--- config.mk ---
export PLATFORM = sky130hd
export DESIGN_NAME = cond_flags_unit
export DESIGN_NICKNAME = d
export VERILOG_FILES = /design/src/rtl/cond_flags_unit_pkg.sv /design/src/rtl/cond_flags_unit_flag_stack.sv /design/src/rtl/cond_flags_unit.sv
export SDC_FILE = /design/constraint.sdc
export NUM_CORES = 1
export LEC_CHECK = 0
export CAP_MARGIN = 10
export CORE_MARGIN = 2
export CORE_UTILIZATION = 27
export CTS_CLUSTER_DIAMETER = 120
export DETAILED_ROUTE_END_ITERATION = 10
export PLACE_DENSITY = 0.79
export SLEW_MARGIN = 20
export SYNTH_ARGS = -nofsm -noshare
export SYNTH_HDL_FRONTEND = slang
export SYNTH_SLANG_ARGS = --single-unit
--- constraint.sdc ---
create_clock -name clock -period 1.2 [get_ports clock]
set_input_delay 0.18 -clock clock [delete_from_list [all_inputs] [get_ports clock]]
set_output_delay 0.18 -clock clock [all_outputs]
set_load 0.005 [all_outputs]
--- src/rtl/cond_flags_unit_pkg.sv ---
// Shared types for the condition/flags unit.
//   t_flags  : 4-bit flag vector, bit order [0]=C [1]=Z [2]=N [3]=V
//   FLAG_*   : bit indices into t_flags
//   t_cond   : 4-bit branch condition codes
//   flags_merge : masked per-bit update of a flag vector
package cond_flags_unit_pkg;

  localparam int FLAG_C = 0;
  localparam int FLAG_Z = 1;
  localparam int FLAG_N = 2;
  localparam int FLAG_V = 3;

  typedef logic [3:0] t_flags;

  typedef enum logic [3:0] {
    COND_AL = 4'h0,
    COND_NV = 4'h1,
    COND_EQ = 4'h2,
    COND_NE = 4'h3,
    COND_LO = 4'h4,
    COND_HS = 4'h5,
    COND_MI = 4'h6,
    COND_PL = 4'h7,
    COND_VS = 4'h8,
    COND_VC = 4'h9,
    COND_HI = 4'hA,
    COND_LS = 4'hB,
    COND_GE = 4'hC,
    COND_LT = 4'hD,
    COND_GT = 4'hE,
    COND_LE = 4'hF
  } t_cond;

  // Bits selected by mask take the new value, the rest keep the old one.
  function automatic t_flags flags_merge(input t_flags old_f, input t_flags new_f,
                                         input t_flags mask);
    return (old_f & ~mask) | (new_f & mask);
  endfunction

endpackage

--- src/rtl/cond_flags_unit_flag_stack.sv ---
// flag_stack: LIFO of saved flag sets used around interrupt entry/exit.
// Ports:
//   clock, reset        : rising-edge clock, synchronous active-high reset
//   push, pop           : save data_in / discard top entry
//   clear_error         : clear the sticky error bit (a same-cycle error wins)
//   data_in             : flags to save (pre-edge register value)
//   data_out            : current top entry (meaningful only when not empty)
//   pop_ok              : a pop is accepted this cycle; the owner restores data_out
//   full, empty, error  : occupancy status and sticky misuse flag
module flag_stack
  import cond_flags_unit_pkg::*;
#(
  parameter int DEPTH = 4
) (
  input  logic   clock,
  input  logic   reset,
  input  logic   push,
  input  logic   pop,
  input  logic   clear_error,
  input  t_flags data_in,
  output t_flags data_out,
  output logic   pop_ok,
  output logic   full,
  output logic   empty,
  output logic   error
);

  localparam int IDX_W = $clog2(DEPTH);
  localparam int CNT_W = IDX_W + 1;

  t_flags             mem_r [DEPTH];
  logic [CNT_W-1:0]   count_r;
  logic               error_r;
  logic [IDX_W-1:0]   wr_idx_s;
  logic [IDX_W-1:0]   top_idx_s;
  logic               push_ok_s;
  logic               err_set_s;

  assign full  = (count_r == CNT_W'(DEPTH));
  assign empty = (count_r == {CNT_W{1'b0}});
  assign error = error_r;

  // Low index bits suffice: at count==DEPTH they wrap to 0 and top becomes DEPTH-1.
  assign wr_idx_s  = count_r[IDX_W-1:0];
  assign top_idx_s = count_r[IDX_W-1:0] - {{(IDX_W-1){1'b0}}, 1'b1};
  assign data_out  = mem_r[top_idx_s];

  // A simultaneous push and pop cancels both and counts as misuse.
  assign push_ok_s = push & ~pop & ~full;
  assign pop_ok    = pop & ~push & ~empty;
  assign err_set_s = (push & pop) | (push & full) | (pop & empty);

  // Entry storage; stale entries above count are never read.
  always_ff @(posedge clock) begin
    if (push_ok_s) begin
      mem_r[wr_idx_s] <= data_in;
    end
  end

  // Occupancy count and sticky error.
  always_ff @(posedge clock) begin
    if (reset) begin
      count_r <= {CNT_W{1'b0}};
      error_r <= 1'b0;
    end else begin
      if (push_ok_s) begin
        count_r <= count_r + {{(CNT_W-1){1'b0}}, 1'b1};
      end else if (pop_ok) begin
        count_r <= count_r - {{(CNT_W-1){1'b0}}, 1'b1};
      end else begin
        count_r <= count_r;
      end
      if (err_set_s) begin
        error_r <= 1'b1;
      end else if (clear_error) begin
        error_r <= 1'b0;
      end else begin
        error_r <= error_r;
      end
    end
  end

endmodule

--- src/rtl/cond_flags_unit.sv ---
// cond_flags_unit: CPU flags register at the end of the ALU datapath.
// Captures ALU C/Z/N/V under a per-bit mask, supports a direct flags load,
// feeds the registered carry back to the ALU, evaluates branch conditions
// against the held flags, and optionally saves/restores flags on a LIFO.
// Configuration macro FLAG_STACK_EN: when defined the flag_stack LIFO is
// built; when undefined push/pop are ignored, stack_full=0, stack_empty=1,
// stack_error=0.
// Ports:
//   clock, reset                  : rising-edge clock, synchronous active-high reset
//   alu_carry/zero/neg/over       : ALU flag outputs
//   flags_write, flags_mask       : masked capture of ALU flags
//   flags_load, flags_load_data   : overwrite of the whole flags register
//   cond                          : branch condition code to evaluate
//   push, pop, clear_error        : LIFO control
//   flags, carry                  : registered flags and C bit
//   cond_true                     : combinational condition result
//   stack_full/empty/error        : LIFO status
module cond_flags_unit
  import cond_flags_unit_pkg::*;
#(
  parameter int STACK_DEPTH = 4
) (
  input  logic       clock,
  input  logic       reset,
  input  logic       alu_carry,
  input  logic       alu_zero,
  input  logic       alu_neg,
  input  logic       alu_over,
  input  logic       flags_write,
  input  logic [3:0] flags_mask,
  input  logic       flags_load,
  input  logic [3:0] flags_load_data,
  input  logic [3:0] cond,
  input  logic       push,
  input  logic       pop,
  input  logic       clear_error,
  output logic [3:0] flags,
  output logic       carry,
  output logic       cond_true,
  output logic       stack_full,
  output logic       stack_empty,
  output logic       stack_error
);

  t_flags flags_r;
  t_flags flags_nxt_s;
  t_flags alu_flags_s;
  t_flags stack_top_s;
  logic   pop_ok_s;
  logic   c_s, z_s, n_s, v_s;

  always_comb begin
    alu_flags_s         = 4'b0000;
    alu_flags_s[FLAG_C] = alu_carry;
    alu_flags_s[FLAG_Z] = alu_zero;
    alu_flags_s[FLAG_N] = alu_neg;
    alu_flags_s[FLAG_V] = alu_over;
  end

`ifdef FLAG_STACK_EN
  flag_stack #(.DEPTH(STACK_DEPTH)) u_stack (
    .clock       (clock),
    .reset       (reset),
    .push        (push),
    .pop         (pop),
    .clear_error (clear_error),
    .data_in     (flags_r),
    .data_out    (stack_top_s),
    .pop_ok      (pop_ok_s),
    .full        (stack_full),
    .empty       (stack_empty),
    .error       (stack_error)
  );
`else
  logic unused_s;
  assign unused_s    = push ^ pop ^ clear_error ^ (STACK_DEPTH == 0);
  assign stack_top_s = 4'b0000;
  assign pop_ok_s    = 1'b0;
  assign stack_full  = 1'b0;
  assign stack_empty = 1'b1;
  assign stack_error = 1'b0;
`endif

  // Next-flags priority: accepted pop, then load, then masked ALU capture.
  always_comb begin
    flags_nxt_s = flags_r;
    if (pop_ok_s) begin
      flags_nxt_s = stack_top_s;
    end else if (flags_load) begin
      flags_nxt_s = flags_load_data;
    end else if (flags_write) begin
      flags_nxt_s = flags_merge(flags_r, alu_flags_s, flags_mask);
    end else begin
      flags_nxt_s = flags_r;
    end
  end

  // Flags register.
  always_ff @(posedge clock) begin
    if (reset) begin
      flags_r <= 4'b0000;
    end else begin
      flags_r <= flags_nxt_s;
    end
  end

  assign flags = flags_r;
  assign carry = flags_r[FLAG_C];
  assign c_s   = flags_r[FLAG_C];
  assign z_s   = flags_r[FLAG_Z];
  assign n_s   = flags_r[FLAG_N];
  assign v_s   = flags_r[FLAG_V];

  // Branch condition decode; C is a borrow, so LO means C=1.
  always_comb begin
    cond_true = 1'b0;
    case (t_cond'(cond))
      COND_AL: cond_true = 1'b1;
      COND_NV: cond_true = 1'b0;
      COND_EQ: cond_true = z_s;
      COND_NE: cond_true = ~z_s;
      COND_LO: cond_true = c_s;
      COND_HS: cond_true = ~c_s;
      COND_MI: cond_true = n_s;
      COND_PL: cond_true = ~n_s;
      COND_VS: cond_true = v_s;
      COND_VC: cond_true = ~v_s;
      COND_HI: cond_true = ~c_s & ~z_s;
      COND_LS: cond_true = c_s | z_s;
      COND_GE: cond_true = (n_s == v_s);
      COND_LT: cond_true = (n_s != v_s);
      COND_GT: cond_true = ~z_s & (n_s == v_s);
      COND_LE: cond_true = z_s | (n_s != v_s);
      default: cond_true = 1'b0;
    endcase
  end

endmodule

# Word level (Yosys, flattened, before mapping)
# Index checks and enable logic that the tools add are counted.
# totals
reg_bits	4
input_bits	23
output_inout_bits	9
wordCells	35
# op_classes
eq_ne	17
n_mux	3
bitwise_logic	12
reduce_logical	2
# ops
operator	n
$eq A4 B4 Y1 const B	8
$eq A4 B3 Y1 const B	4
$pmux W1 S16	1
$and A4 B4 Y4	2
$eq A4 B2 Y1 const B	2
$mux W4	2
$eq A4 B1 Y1 const B	1
$logic_not A4 Y1	1
$not A1 Y1	4
$not A4 Y4	1
$or A4 B4 Y4	1
$and A1 B1 Y1	2
$or A1 B1 Y1	2
$reduce_bool A2 Y1	1
$eq A1 B1 Y1	1
$ne A1 B1 Y1	1

# Logic depth before layout (Yosys ltp)
# logic_depth
word_depth	5
mapped_depth	5
ltp_nobuf	4

# Worst setup path after synthesis
# No wires, ideal clock.
# synth_timing
path_type	register to output
startpoint	register with a tool-made name
endpoint	output cond_true
arrival_ps	1055
t_required_ps	1020
path_slack_ps	-35
stages_incl_launch_ff	5
path_buffers	0
path_cell_list	dfxtp_1 or3b_1 o311ai_1 o21ai_2 o221ai_2
# synth_rtl
element	line	rtl
end, declared	cond_flags_unit.sv:39	output logic cond_true,

==> results.yml <==
setup_path:
  r2r_setup_slack_ps: 80
  crit_fanout: 3
  path_cells: "or3b_4, o311ai_4, o21ai_2, o221ai_2, buf_2"
  cp-end-kind: "output pin"
  slowest_stage: "or3b_4"
  slowest_delay_ps: 390
  crit_path_start_kind: "flip-flop"
  r2r_cells: 5
  cp.arrival_ps: 1440
  critPathRequiredTime_ps: 1020
  worstSetupPathType: "flip-flop to output pin"
sta:
  whs_ps: 545.2
  clock.fmax_mhz: 618.4
  hold_viol_final: 0
  setup_ws_ps: -417.0
  fin_skew_ps: 0
  setup_violations: 1
  fin_crit_ps: 1617
  rsz0062_at_grt: "yes"
  min_period_over_period_pct: 134.8
  maxSlewViolCount: 0
global_route:
  antenna_found_initial: 0
  grt_pass1_vias: 441
  grt.total_usage_pct: 12.20
  grt-ovfl-total: 0
  grt_pass1_wl_um: 1621
  grt_max_degree: 9
clock_tree:
  clkTransAtPathRegs_ps: 30
  clock_latency_ps: 230
  clockBufferDepth: 2
  cts_tree: "done"
  clock-sinks: 4
  root_buffer: "clkbuf_4"
  cts_buffers: 3
  htreeDepth: 1
synth:
  syn_avg_cell_area_sq_um: 8.119
  netlist_top_cells_area: "dfxtp_1, buf_4, a311oi_1"
  yosysUniqueCellTypes: 22
  synth_area_leader_cell: "dfxtp_1"
  ys_seq_area_share_pct: 20.98
  synth_seq_cells: 4
  synth_top_area_share_pct: 20.98
  ys_warn_count: 0
  netlist_area_sq_um: 381.6
  synth_edf_count: 0
  synthArstFlopShare_pct: 0
  synthTopCellsByCount: "buf_4, nor2b_1, a311oi_1, dfxtp_1, nor3_1"
  synthFlopType: "dfxtp_1"
  syn_inst: 47
status:
  status: "finished with violations"
  violations: "setup timing"
detailed_routing:
  viasPerCell: 4.835
  drc_errors: 0
  ant_nets: 0
  drtPass1Iterations: 3
  drtIter0Drc: 4
  drt_wl_total_um: 1060
  wl_per_cell_um: 10.93
  vias: 469
min_path:
  worstHoldPathCells: 3
  hp-class: "input port to flip-flop"
  hold_start: "flags_load_data[2]"
finish:
  postLayoutCellArea_sq_um: 749.5
  layout.nets: 107
  syn_to_final_growth_pct: 96.39
  diodes: 0
  drive_above_1_share_pct: 31.71
  fillCellCount: 131
die:
  die_height_um: 41.60
  num_rows: 13
  die-area_sq_mm: 0.001730
  chipWidth_um: 41.60
  pin_count: 32
  start_util_pct: 28.96
  core_area_sq_mm: 0.001318
placed_design:
  routabilityCongestion: 0.8828
  dp_slack_ps: -937.8
  port_buffers: 25
  hpwl_um: 839.4
  place_area_sq_um: 700.7
power:
  p_per_area_mw_per_mm2: 743.9
  p_total_w: 0.0005576
  leakage_nw: 0.3304
  ir_worst_vdd_mv: 0.4124
flow_run:
  maxCapViolations: 0
## layout make-up
| class | count | area [sq um] | area share, % |
|---|---|---|---|
| clock buffers | 3 | 22.52 | 3.005 |
| inverters | 3 | 11.26 | 1.503 |
| multi-input cells | 36 | 289.0 | 38.56 |
| flip-flops and latches | 4 | 90.09 | 12.02 |
| well taps | 15 | 18.77 | 2.504 |
| repair buffers | 36 | 317.8 | 42.40 |
## where the power goes
group / internal, W / switching (W) / total [W]
clock network: 0.000111 / 0.0000483 / 0.000160
logic: 0.000152 / 0.0000871 / 0.000240
registers: 0.000145 / 0.0000137 / 0.000158
## how the worst max path moves through the flow
| stage | to | slack [ps] | start | depth (start not counted) |
|---|---|---|---|---|
| finish | cond_true | -420 | flip-flop | 5 |
| global route | cond_true | -480 | flip-flop | 5 |
| detailed placement | cond_true | -940 | cond[3] | 6 |
| floorplan | cond_true | -10 | flip-flop | 4 |
| CTS | cond_true | -430 | flip-flop | 5 |
| global placement | cond_true | -900 | cond[3] | 6 |
## critical path: cells and delay by family, from the launching register on
| kind | cells | cell delay, ps |
|---|---|---|
| AND/OR/NAND/NOR | 1 | 390 |
| flip-flops | 1 | 350 |
| AO/OA/AOI/OAI | 3 | 340 |
| buffers and inverters | 1 | 130 |
## per-stage QoR
stage,instances,setup TNS [ps],util (%)
CTS,96,-434.6,55.46
finish,97,-417.0,56.89
global route,97,-478.8,56.89
detailed placement,93,-1382,53.18
floorplan,48,-10.84,-
global placement,93,-1337,53.18
## cell usage in the layout (no fill, tap or decap), types with 2 or more instances in the layout
| cell type | count |
|---|---|
| inv_1 | 3 |
| clkbuf_4 | 3 |
| dfxtp_4 | 2 |
| conb_1 | 3 |
| dlygate4sd2_1 | 6 |
| nor3_1 | 4 |
| a21boi_0 | 3 |
| clkdlybuf4s50_1 | 16 |
| xnor2_1 | 3 |
| nor2b_1 | 5 |
| buf_4 | 11 |
| a311oi_1 | 4 |
| dfxtp_2 | 2 |
| nand2_1 | 2 |
## layer usage
metal | share of wire, % | global-route usage, % | wire (um)
met1 | 37 | 10.79 | 395
met2 | 53 | 22.19 | 565
met3 | 8.4 | 3.913 | 89
met4 | 0.94 | 9.677 | 10
met5 | 0 | 0 | 0
## cell families (layout without fill, tap and decap cells)
group	count (synthesis)	count (layout)	share of synthesized area, %
compound gates	15	15	33.11
other cells	2	3	1.968
simple gates	13	13	19.35
buf+inv	8	42	12.79
mux	1	1	2.623
flops	4	4	20.98
xor+xnor	4	4	9.182
## timing repair
action | in CTS | in global routing
setup endpoints to repair | 6 | 1
resized for setup | 18 | 5
cloned | 0 | 0
pin swaps | 3 | 3
hold buffers | 0 | 0
setup buffers | 0 | 1
Note: power is estimated with default switching activity, not from simulation.
